## config.mk

```make
export PLATFORM = sky130hd
export DESIGN_NAME = rmst_fm_tile_loader
export DESIGN_NICKNAME = d
export VERILOG_FILES = /design/src/rtl/rmst_fm_tile_loader.sv
export SDC_FILE = /design/constraint.sdc
export NUM_CORES = 1
export LEC_CHECK = 0
export CELL_PAD_IN_SITES_DETAIL_PLACEMENT = 0
export CELL_PAD_IN_SITES_GLOBAL_PLACEMENT = 1
export CORE_UTILIZATION = 35
export CTS_CLUSTER_DIAMETER = 150
export DETAILED_ROUTE_END_ITERATION = 10
export GPL_ROUTABILITY_DRIVEN = 1
export HOLD_SLACK_MARGIN = 0.1
export PLACE_DENSITY_LB_ADDON = 0.1
export REMOVE_ABC_BUFFERS = 1
export SLEW_MARGIN = 20
export SYNTH_ARGS = -nofsm -noshare
export SYNTH_HDL_FRONTEND = slang
export SYNTH_SLANG_ARGS = --single-unit
```

## constraint.sdc

```tcl
create_clock -name clk -period 4.7 [get_ports clk]
set_input_delay 0.94 -clock clk [delete_from_list [all_inputs] [get_ports clk]]
set_output_delay 0.94 -clock clk [all_outputs]
set_load 0.01 [all_outputs]
```

## src/rtl/rmst_fm_tile_loader.sv

```systemverilog
// rmst_fm_tile_loader
//
// Read-master controller that fetches one input-feature-map tile (with the
// convolution halo) from external memory into the load FIFO. It issues one
// read burst per row segment. Segments are walked innermost, then rows, then
// channels. Extents are clipped at the feature-map edges. Rows wider than
// MAX_BURST are split into several bursts.
//
// Ports:
//   clk, rst               clock, synchronous active-high reset
//   load_start             start a tile load (sampled only when idle)
//   load_done              one-cycle pulse once the whole tile is transferred
//   busy                   high whenever the controller is not idle
//   tile_base_n/row/col    tile origin (channel, input row, input column)
//   param_raddr            burst byte address, registered
//   param_iolen            burst length in words, registered
//   load_trans_start       one-cycle burst request to the read master
//   load_trans_done        burst completion from the read master
//   load_fifo_almost_full  back-pressure from the load FIFO
//   trans_cnt              bursts completed in the current tile

module rmst_fm_tile_loader #(
    parameter int unsigned AW        = 12,
    parameter int unsigned CW        = 16,
    parameter int unsigned DW        = 32,
    parameter int unsigned N         = 32,
    parameter int unsigned R         = 64,
    parameter int unsigned C         = 32,
    parameter int unsigned Tn        = 16,
    parameter int unsigned Tr        = 16,
    parameter int unsigned Tc        = 16,
    parameter int unsigned S         = 1,
    parameter int unsigned K         = 3,
    parameter int unsigned MAX_BURST = 16,
    parameter int unsigned FM_BASE   = 65536
) (
    input  logic          clk,
    input  logic          rst,
    input  logic          load_start,
    output logic          load_done,
    output logic          busy,
    input  logic [CW-1:0] tile_base_n,
    input  logic [CW-1:0] tile_base_row,
    input  logic [CW-1:0] tile_base_col,
    output logic [DW-1:0] param_raddr,
    output logic [AW-1:0] param_iolen,
    output logic          load_trans_start,
    input  logic          load_trans_done,
    input  logic          load_fifo_almost_full,
    output logic [CW-1:0] trans_cnt
);

    // Input tile size including the halo.
    localparam int unsigned IR = (Tr - 1) * S + K;
    localparam int unsigned IC = (Tc - 1) * S + K;

    localparam logic [CW-1:0] DimN      = CW'(N);
    localparam logic [CW-1:0] DimR      = CW'(R);
    localparam logic [CW-1:0] DimC      = CW'(C);
    localparam logic [CW-1:0] TileN     = CW'(Tn);
    localparam logic [CW-1:0] TileR     = CW'(IR);
    localparam logic [CW-1:0] TileC     = CW'(IC);
    localparam logic [CW-1:0] MaxBurstC = CW'(MAX_BURST);
    localparam logic [CW-1:0] CntOne    = CW'(1);
    localparam logic [DW-1:0] DimRW     = DW'(R);
    localparam logic [DW-1:0] DimCW     = DW'(C);
    localparam logic [DW-1:0] FmBaseW   = DW'(FM_BASE);
    localparam logic [CW:0]   SegRound  = (CW + 1)'(MAX_BURST - 1);
    localparam logic [CW:0]   SegDiv    = (CW + 1)'(MAX_BURST);

    typedef enum logic [2:0] {
        StIdle,
        StSetup,
        StWait,
        StIssue,
        StTrans,
        StDone
    } state_e;

    state_e state_q, state_d;

    logic [CW-1:0] bn_q, bn_d, br_q, br_d, bc_q, bc_d;
    logic [CW-1:0] en_q, en_d, er_q, er_d, ec_q, ec_d, nseg_q, nseg_d;
    logic [CW-1:0] seg_q, seg_d, row_q, row_d, ch_q, ch_d;
    logic [CW-1:0] trans_cnt_q, trans_cnt_d;
    logic [DW-1:0] raddr_q, raddr_d;
    logic [AW-1:0] iolen_q, iolen_d;
    logic          af_q;

    // min(tile, dim - base), or 0 when the base lies outside the map.
    function automatic logic [CW-1:0] extent(input logic [CW-1:0] base,
                                             input logic [CW-1:0] dim,
                                             input logic [CW-1:0] tile);
        logic [CW-1:0] rem;
        if (base >= dim) begin
            return '0;
        end
        rem = dim - base;
        return (rem < tile) ? rem : tile;
    endfunction

    logic [CW-1:0] en_c, er_c, ec_c, nseg_c;
    logic [CW:0]   seg_round;
    logic          zero_extent;

    always_comb begin
        en_c        = extent(bn_q, DimN, TileN);
        er_c        = extent(br_q, DimR, TileR);
        ec_c        = extent(bc_q, DimC, TileC);
        seg_round   = {1'b0, ec_c} + SegRound;
        nseg_c      = CW'(seg_round / SegDiv);
        zero_extent = (en_c == '0) || (er_c == '0) || (ec_c == '0);
    end

    // Burst parameters for the current (channel, row, segment) position.
    logic [CW-1:0] seg_off;
    logic          last_seg, last_row, last_ch;
    logic [DW-1:0] chan_w, row_w, word_w;
    logic [AW-1:0] iolen_w;

    always_comb begin
        seg_off  = seg_q * MaxBurstC;
        last_seg = (seg_q == nseg_q - CntOne);
        last_row = (row_q == er_q - CntOne);
        last_ch  = (ch_q == en_q - CntOne);
        chan_w   = DW'(bn_q) + DW'(ch_q);
        row_w    = DW'(br_q) + DW'(row_q);
        word_w   = FmBaseW + (chan_w * DimRW + row_w) * DimCW + DW'(bc_q) + DW'(seg_off);
        iolen_w  = last_seg ? AW'(ec_q - seg_off) : AW'(MAX_BURST);
    end

    always_comb begin
        state_d     = state_q;
        bn_d        = bn_q;
        br_d        = br_q;
        bc_d        = bc_q;
        en_d        = en_q;
        er_d        = er_q;
        ec_d        = ec_q;
        nseg_d      = nseg_q;
        seg_d       = seg_q;
        row_d       = row_q;
        ch_d        = ch_q;
        trans_cnt_d = trans_cnt_q;
        raddr_d     = raddr_q;
        iolen_d     = iolen_q;

        unique case (state_q)
            StIdle: begin
                if (load_start) begin
                    bn_d        = tile_base_n;
                    br_d        = tile_base_row;
                    bc_d        = tile_base_col;
                    trans_cnt_d = '0;
                    state_d     = StSetup;
                end
            end
            StSetup: begin
                en_d    = en_c;
                er_d    = er_c;
                ec_d    = ec_c;
                nseg_d  = nseg_c;
                seg_d   = '0;
                row_d   = '0;
                ch_d    = '0;
                state_d = zero_extent ? StDone : StWait;
            end
            StWait: begin
                if (!af_q) begin
                    raddr_d = word_w << 2;
                    iolen_d = iolen_w;
                    state_d = StIssue;
                end
            end
            StIssue: begin
                state_d = StTrans;
            end
            StTrans: begin
                if (load_trans_done) begin
                    trans_cnt_d = trans_cnt_q + CntOne;
                    if (last_seg) begin
                        seg_d = '0;
                        if (last_row) begin
                            row_d = '0;
                            ch_d  = ch_q + CntOne;
                        end else begin
                            row_d = row_q + CntOne;
                        end
                    end else begin
                        seg_d = seg_q + CntOne;
                    end
                    state_d = (last_seg && last_row && last_ch) ? StDone : StWait;
                end
            end
            StDone: begin
                state_d = StIdle;
            end
            default: begin
                state_d = StIdle;
            end
        endcase
    end

    always_ff @(posedge clk) begin
        if (rst) begin
            state_q     <= StIdle;
            bn_q        <= '0;
            br_q        <= '0;
            bc_q        <= '0;
            en_q        <= '0;
            er_q        <= '0;
            ec_q        <= '0;
            nseg_q      <= '0;
            seg_q       <= '0;
            row_q       <= '0;
            ch_q        <= '0;
            trans_cnt_q <= '0;
            raddr_q     <= '0;
            iolen_q     <= '0;
            af_q        <= 1'b0;
        end else begin
            state_q     <= state_d;
            bn_q        <= bn_d;
            br_q        <= br_d;
            bc_q        <= bc_d;
            en_q        <= en_d;
            er_q        <= er_d;
            ec_q        <= ec_d;
            nseg_q      <= nseg_d;
            seg_q       <= seg_d;
            row_q       <= row_d;
            ch_q        <= ch_d;
            trans_cnt_q <= trans_cnt_d;
            raddr_q     <= raddr_d;
            iolen_q     <= iolen_d;
            // FIFO flag is registered, so WAIT reacts to it one cycle late.
            af_q        <= load_fifo_almost_full;
        end
    end

    assign busy             = (state_q != StIdle);
    assign load_done        = (state_q == StDone);
    assign load_trans_start = (state_q == StIssue);
    assign param_raddr      = raddr_q;
    assign param_iolen      = iolen_q;
    assign trans_cnt        = trans_cnt_q;

endmodule

```

==> results of run 1 <==
## layout make-up
cell class / instances / area share
timing repair buffer: 210 / 0.109
multi-input combinational: 1322 / 0.526
tap: 511 / 0.0373
inverter: 88 / 0.0193
clock buffer: 37 / 0.0463
clock inverter: 13 / 0.0109
sequential: 215 / 0.251
## how the worst min path moves through the flow
stage / slack (ns) / cells after the start / endpoint / from
floorplan: 0.43 / 2 / ec_q[1]$_SDFFE_PP0P_ / ec_q[1]$_SDFFE_PP0P_
global placement: 0.44 / 2 / param_iolen[7]$_SDFFE_PP0P_ / param_iolen[7]$_SDFFE_PP0P_
detailed placement: 0.44 / 2 / param_iolen[7]$_SDFFE_PP0P_ / param_iolen[7]$_SDFFE_PP0P_
CTS: 0.45 / 2 / param_iolen[5]$_SDFFE_PP0P_ / param_iolen[5]$_SDFFE_PP0P_
global route: 0.47 / 2 / param_raddr[6]$_SDFFE_PP0P_ / param_raddr[6]$_SDFFE_PP0P_
finish: 0.45 / 2 / param_iolen[5]$_SDFFE_PP0P_ / param_iolen[5]$_SDFFE_PP0P_
## sequential cells by signal, summed over array words and instances (netlist names)
name	flops
en_q	16
af_q	1
param_iolen	12
state_q	3
trans_cnt	16
ch_q	16
bn_q	16
ec_q	12
row_q	16
param_raddr	30
seg_q	16
bc_q	16
br_q	16
er_q	16
nseg_q	13
## cell usage in the layout, fill, tap and decap left out, types with 44 or more instances in the layout
cell type,n
a21oi_1,126
and2_1,44
buf_4,96
clkdlybuf4s50_1,112
dfxtp_1,213
ha_1,60
inv_1,86
nand2_1,195
nand3_1,55
nor2_1,176
nor3_1,52
xnor2_1,89
xor2_1,82
## critical path: stages (launching register included)
cell and delay [ns]:
dfxtp_2 0.35, ha_4 0.14, inv_2 0.04, fa_2 0.37, buf_6 0.14, xnor2_4 0.12, fa_1 0.57, ha_4 0.23
o21a_1 0.12, o31ai_2 0.07, nand2b_1 0.15, xor2_2 0.17, fa_1 0.55, ha_2 0.18, buf_4 0.12, o221ai_2 0.11
nand2b_4 0.17, a21oi_4 0.15, o21ai_4 0.11, nor4_4 0.34, a211oi_2 0.12, nor4_2 0.21
## what timing repair did
item	4_1_cts	5_1_grt
buffers inserted	3	10
gates cloned	0	0
gates resized for setup	10	65
endpoints found under the setup margin	7	11
endpoints found under the hold margin	0	0
pin swaps	8	40
## routing by layer
metal | wire, um | up-vias | part of all wire | global-route usage
met2 | 17600 | 157 | 0.46 | 0.327
met3 | 1130 | 50 | 0.029 | 0.0263
met4 | 906 | 0 | 0.023 | 0.0459
li1 | - | 6206 | - | -
met5 | 0 | - | 0 | 0
met1 | 19000 | 5584 | 0.49 | 0.266
## per-stage QoR
stage / instance area [um2] / power, mW / util / hold slack (ns) / instances
3_3_place_gp: 15700 / 3.84 / 0.414 / 0.444 / 2334
6_report: 17100 / 6.15 / 0.452 / 0.452 / 2396
3_5_place_dp: 15700 / 3.84 / 0.414 / 0.444 / 2334
5_1_grt: 17100 / 6.52 / 0.452 / 0.469 / 2396
4_1_cts: 16700 / 6.15 / 0.442 / 0.452 / 2387
2_1_floorplan: 13300 / 3.19 / - / 0.426 / 1625
## kinds of logic after synthesis
group,count (synthesis)
XOR/XNOR,178
AND/OR/NAND/NOR,708
other,1
adder cells (fa/ha/maj),94
buffers and inverters,162
AO/OA/AOI/OAI,329
flip-flops,215
multiplexers,11
## where the power goes
group          switching (mW)  internal [mW]
logic                    1.04          0.773
registers               0.156           1.91
clock network           0.857           1.40
total                    2.06           4.09
==> results.tsv, run 1 <==
metric	value	unit
synth_ff_type	dfxtp_1	
grt_pass1_vias	11600	
worstPathArrival	5.08	ns
tightest_slew	1.02	ns
start_util	0.358	
cp-endpoint	param_raddr[29]$_SDFFE_PP0P_	
critical_path_class	flip-flop to flip-flop	
grt_max_degree	50	
setup_tns	0	ns
synth_edf_count	0	
first_pass_iters	5	
worstSetupStartpointType	flip-flop	
cp_data_required_time	5.19	ns
seq_area_frac_synth	0.317	
maxSlewViolCount	0	
vias_per_cell	5.01	
hold_viol_final	0	
fp.dieH	199	um
grt_pass1_wl	61400	um
r2r-end	param_raddr[29]$_SDFFE_PP0P_	
yosys.area_share.adder	0.100	
period_minus_slack	4.59	ns
vias	12000	
fin_worst_skew	0.0272	ns
synthMuxAreaShare	0.00820	
pre_cts_slack	-0.113	ns
synth-xor-area-share	0.115	
slew_headroom	0.319	
yosys.area_share.simple	0.258	
cts_hold_buf	0	
r2r_cells	21	
cap_violations	0	
dp_hpwl	29300	um
final_nets	2011	
clkTransAtPathRegs	0.06	ns
die_area	39600	um2
cts_buffers	27	
antenna_found_initial	1	
setup-violations-final	0	
synth_area_leaders	dfxtp_1 32%, ha_1 6.4%, xnor2_1 6.1%	
crit_path_end_kind	flip-flop	
port_buffers	113	
ctsRootBufferMaster	clkbuf_16	
tritoncts	built	
multi_input_area	9020	um2
cts-htree-levels	1	
synth_area	13600	um2
synthArstFlopShare	0	
ant_nets	0	
num_antenna_cells	0	
grt_usage	0.196	
yosys_warnings	0	
grt_overflow_total	0	
syn_inst	1698	
die_w	199	um
synthMostInstantiatedCell	dfxtp_1	
wirelength	38600	um
insertion_delay	0.57	ns
synth_common_cells	215 x dfxtp_1, 196 x nand2_1, 178 x nor2_1	
p_leak	6.86	nW
cellPowerDensity	359	nW/um2
drc	0	
synth_top_family_by_area	simple AND/OR/NAND/NOR gates	
place_congestion	0.847	
r2r-start	ch_q[0]$_SDFFE_PP0P_	
holdCritPathClass	flip-flop to flip-flop	
synth_compound_area_frac	0.155	
ys_ff_latch	215	
timing.fmax	0.218	GHz
rows	71	
reg2reg_slack	0.11	ns
ir_worst_vdd	0.281	mV
coreArea	37900	um2
regArea	4310	um2
critical_path.max_fanout	5	
setup_slack	0.115	ns
clock_sinks	215	
avgSynthCellArea	8.00	um2
synth_top_area_cell	dfxtp_1	
synth_cell_type_count	78	
fin_crit_sh	0.976	
rsz0062_at_grt	yes	
fillers	3869	
layout-drive-gt1-share	0.124	
status	finished, final reports clean	
drtIter0Drc	465	
crit_start	ch_q[0]$_SDFFE_PP0P_	
boundaryPins	116	
area_growth	26.2	%
wl_per_cell	16.1	um
clockBufferDepth	3	
netlist.area_leader.share	0.317	
(Power assumes the default switching activity.)
==> run 2, diff against run 1 <==
CTS_CLUSTER_SIZE = 10   (was unset)
==> run 2 against run 1 <==
Against the previous run:
- non-clock buffer count down 2
- first-iteration DRC count up 2.8%
- sequential power about the same
- worst hold slack worse by 0.0024 ns
- critical path depth down 2
- worst setup slack worse by 0.087 ns
- design area down 2.0%
==> results.tsv, run 2 (synthesized netlist as in run 1, its figures left out) <==
metric	value	unit
status	finished, final reports clean	
cap_violations	0	
slew_headroom	0.317	
period_minus_slack	4.67	ns
crit_path_end_kind	flip-flop	
grt_pass1_vias	11600	
post_dp_cell_area	15700	um2
port_buffers	113	
layout_common_cells	212 x dfxtp_1, 194 x nand2_1, 176 x nor2_1	
cellPowerDensity	333	nW/um2
start_util	0.358	
fp.dieH	199	um
ctsRootBufferMaster	clkbuf_16	
first_pass_iters	5	
die_area	39600	um2
wirelength	38800	um
grt_max_degree	50	
timing.fmax	0.214	GHz
wl_per_cell	16.4	um
cp_data_required_time	5.16	ns
drtIter0Drc	478	
rows	71	
hold_viol_final	0	
clockBufferDepth	3	
tritoncts	built	
maxSlewViolCount	0	
fin_crit_sh	0.994	
layout-drive-gt1-share	0.116	
drc	0	
place_congestion	0.847	
pre_cts_slack	-0.113	ns
num_antenna_cells	0	
final_core_util	0.443	
fin_worst_skew	0.0159	ns
antenna_found_initial	1	
p_leak	6.65	nW
clkTransAtPathRegs	0.06	ns
area_growth	23.7	%
vias	12000	
ir_worst_vdd	0.235	mV
clock_sinks	215	
place_inst	2334	
setup-violations-final	0	
multi_input_area	9030	um2
boundaryPins	116	
fin_area	16800	um2
mostFrequentLayoutCell	dfxtp_1	
rsz0062_at_grt	yes	
cts_buffers	25	
critical_path_class	flip-flop to flip-flop	
critical_path.max_fanout	5	
coreArea	37900	um2
final_nets	2007	
grt_overflow_total	0	
insertion_delay	0.54	ns
final_cells	2371	
vias_per_cell	5.05	
die_w	199	um
regArea	4310	um2
tightest_slew	1.02	ns
fillers	3922	
holdWs	0.449	ns
setup_tns	0	ns
ant_nets	0	
holdCritPathClass	flip-flop to flip-flop	
worstSetupStartpointType	flip-flop	
worstPathArrival	5.13	ns
cts-htree-levels	1	
grt_pass1_wl	61700	um
grt_usage	0.197	
setup_slack	0.0280	ns
largest_register_ffs	30	
power	5.60	mW
dp_hpwl	29300	um
## run 2: final timing paths
path	slack, ns	startpoint	depth (start not counted)	end
worst min-delay path	0.45	param_iolen[5]$_SDFFE_PP0P_	2	param_iolen[5]$_SDFFE_PP0P_
worst min register to register	0.45	param_iolen[5]$_SDFFE_PP0P_	2	param_iolen[5]$_SDFFE_PP0P_
worst max register to register	0.03	ch_q[0]$_SDFFE_PP0P_	19	param_raddr[24]$_SDFFE_PP0P_
worst max-delay path	0.03	ch_q[0]$_SDFFE_PP0P_	19	param_raddr[24]$_SDFFE_PP0P_
## run 2: metal layers
metal  track usage  up-vias  wire [um]
met5             0        -          0
met4        0.0405        0        703
met3        0.0292       44       1260
met2         0.332      165      17900
met1         0.266     5603      18900
li1              -     6167          -
## run 2: what timing repair did
| item | CTS | global route |
|---|---|---|
| gates resized for setup | 17 | 64 |
| hold buffers | 0 | 0 |
| pin swaps | 11 | 48 |
| hold endpoints to repair | 0 | 0 |
| endpoints found under the setup margin | 8 | 13 |
| buffers inserted | 2 | 8 |
## run 2: final cells by class
type,count,share of cell area
clock buffer,25,0.0372
timing repair buffer,208,0.110
inverter,88,0.0197
tap,511,0.0381
clock inverter,2,0.000968
multi-input combinational,1322,0.537
sequential,215,0.256
## run 2: power breakdown
group / switching [mW] / internal, mW / total [mW]
registers: 0.155 / 1.91 / 2.07
clock network: 0.762 / 0.935 / 1.70
logic: 1.05 / 0.783 / 1.83
## run 2: worst max-delay path, cell delays in order, from the launching register on
cell	delay, ns
dfxtp_2	0.35
ha_4	0.14
inv_2	0.03
fa_2	0.52
inv_2	0.04
fa_1	0.48
ha_4	0.29
o21a_1	0.18
o31ai_2	0.07
nand2b_1	0.15
xor2_2	0.20
fa_1	0.54
ha_4	0.31
buf_6	0.10
a21oi_2	0.05
nor2b_1	0.18
o211ai_1	0.14
buf_4	0.18
or3_1	0.37
a311oi_2	0.25
==> run 3, diff against run 2 <==
CTS_CLUSTER_SIZE = 20   (was 10)
==> run 3 against run 2 <==
Against the previous run:
- via count is 0.31% lower
- sequential share of layout area is 0.25 points higher
- core utilization is 0.43 points lower
- fmax is 0.88% higher
- design area is 0.98% lower
- sequential power hardly changed
- non-clock buffer count is 2 higher
- largest power group unchanged
- largest cell class unchanged
- cell count is 0.38% lower
==> results.tsv, run 3 (synthesized netlist as in run 1, its figures left out) <==
metric	value	unit
status	finished, final reports clean	
setup_slack	0.0690	ns
wl_per_cell	16.3	um
r2r-start	ch_q[0]$_SDFFE_PP0P_	
hold_viol_final	0	
dp_hpwl	29300	um
timing.fmax	0.216	GHz
ctsRootBufferMaster	clkbuf_16	
grt_usage	0.194	
grt_pass1_wl	60900	um
holdCritPathClass	flip-flop to flip-flop	
worstPathArrival	5.05	ns
rows	71	
clock_power_share	0.239	
coreArea	37900	um2
mostFrequentLayoutCell	dfxtp_1	
post_dp_cell_area	15700	um2
fin_worst_skew	0.0159	ns
drtIter0Drc	429	
tritoncts	built	
switching_share	0.363	
maxSlewViolCount	0	
die_area	39600	um2
fillers	3924	
first_pass_iters	5	
cts-htree-levels	1	
start_util	0.358	
vias_per_cell	5.06	
wirelength	38400	um
final_nets	1998	
cp_data_required_time	5.12	ns
place_congestion	0.847	
grt_overflow_total	0	
insertion_delay	0.49	ns
r2r-end	param_raddr[29]$_SDFFE_PP0P_	
vias	11900	
p_seq_frac	0.401	
fin_crit_sh	0.985	
port_buffers	113	
largest_register_ffs	30	
tightest_slew	1.02	ns
critical_path.max_fanout	5	
reg2reg_slack	0.07	ns
power	5.15	mW
regArea	4310	um2
place_inst	2334	
critical_path_class	flip-flop to flip-flop	
intPower	3.28	mW
ir_worst_vdd	0.223	mV
r2r_cells	22	
fp.dieH	199	um
grt_pass1_vias	11400	
area_growth	22.5	%
clkTransAtPathRegs	0.09	ns
die_w	199	um
fin_area	16600	um2
layout_common_cells	213 x dfxtp_1, 194 x nand2_1, 176 x nor2_1	
ant_nets	0	
period_minus_slack	4.63	ns
num_antenna_cells	0	
power_frac_comb	0.360	
cp-endpoint	param_raddr[29]$_SDFFE_PP0P_	
final_core_util	0.438	
p_leak	6.55	nW
boundaryPins	116	
p_sw	1.87	mW
setup-violations-final	0	
cellPowerDensity	310	nW/um2
drc	0	
multi_input_area	9090	um2
clockBufferDepth	3	
grt_max_degree	50	
pre_cts_slack	-0.113	ns
crit_path_end_kind	flip-flop	
rsz0062_at_grt	yes	
cts_hold_buf	0	
final_cells	2362	
cts_buffers	14	
worstSetupStartpointType	flip-flop	
layout-drive-gt1-share	0.115	
antenna_found_initial	1	
slew_headroom	0.323	
crit_start	ch_q[0]$_SDFFE_PP0P_	
cap_violations	0	
hold_path_depth	2	
clock_sinks	215	
## run 3: cell count changes in the layout (fill, tap and decap cells not counted), moves of 2 or more
cell,delta
clkbuf_16,-10
buf_6,+3
o21ai_0,-2
nor2b_1,-2
inv_2,-3
inv_1,+2
ha_4,+2
## run 3: what timing repair did
action	CTS	global route
cloned	0	0
setup buffers	3	10
resized for setup	12	81
pin swaps	8	55
endpoints found under the setup margin	8	13
## run 3: cell type report
type	count	share of cell area
sequential	215	0.259
tap	511	0.0384
clock inverter	1	0.000451
clock buffer	15	0.0226
timing repair buffer	210	0.113
inverter	88	0.0200
multi-input combinational	1322	0.547
## run 3: worst min-delay path by stage
stage,start,end,slack (ns)
after floorplan,ec_q[1]$_SDFFE_PP0P_,ec_q[1]$_SDFFE_PP0P_,0.43
after CTS,param_iolen[5]$_SDFFE_PP0P_,param_iolen[5]$_SDFFE_PP0P_,0.46
after global placement,param_iolen[7]$_SDFFE_PP0P_,param_iolen[7]$_SDFFE_PP0P_,0.44
after global routing,param_iolen[5]$_SDFFE_PP0P_,param_iolen[5]$_SDFFE_PP0P_,0.47
final,param_iolen[5]$_SDFFE_PP0P_,param_iolen[5]$_SDFFE_PP0P_,0.46
after detailed placement,param_iolen[7]$_SDFFE_PP0P_,param_iolen[7]$_SDFFE_PP0P_,0.44
## run 3: worst max-delay path, cell delays in order, from the launching register on
cell	delay [ns]
dfxtp_2	0.36
ha_4	0.14
inv_2	0.04
fa_2	0.37
buf_6	0.14
xnor2_4	0.12
fa_1	0.57
ha_4	0.23
o21a_1	0.12
o31ai_2	0.07
nand2b_1	0.15
xor2_2	0.17
fa_1	0.53
ha_4	0.20
nor2_4	0.11
nand2_2	0.06
o221ai_2	0.17
nand2b_4	0.17
a21oi_4	0.06
o21ai_4	0.26
nor4_4	0.09
and4_1	0.22
nor4_2	0.23
## run 3: per-layer routing
metal,GRT usage,wire length (um)
met1,0.267,18900
met4,0.0467,875
met5,0,0
met2,0.325,17700
met3,0.0180,890
## run 3: through the flow
step,hold WS (ns),TNS [ns]
after CTS,0.456,-0.0125
after detailed placement,0.444,-0.385
after global placement,0.444,-0.0400
after global routing,0.474,-0.620
final,0.455,0
after floorplan,0.426,0
## run 3: power by group through the flow
stage	sequential, mW	combinational, mW	clock [mW]
6_report	2.07	1.85	1.23
5_1_grt	2.08	2.08	1.35
4_1_cts	2.07	1.76	1.31
3_5_place_dp	2.11	1.73	0
3_3_place_gp	2.11	1.73	0
2_1_floorplan	2.06	1.12	0
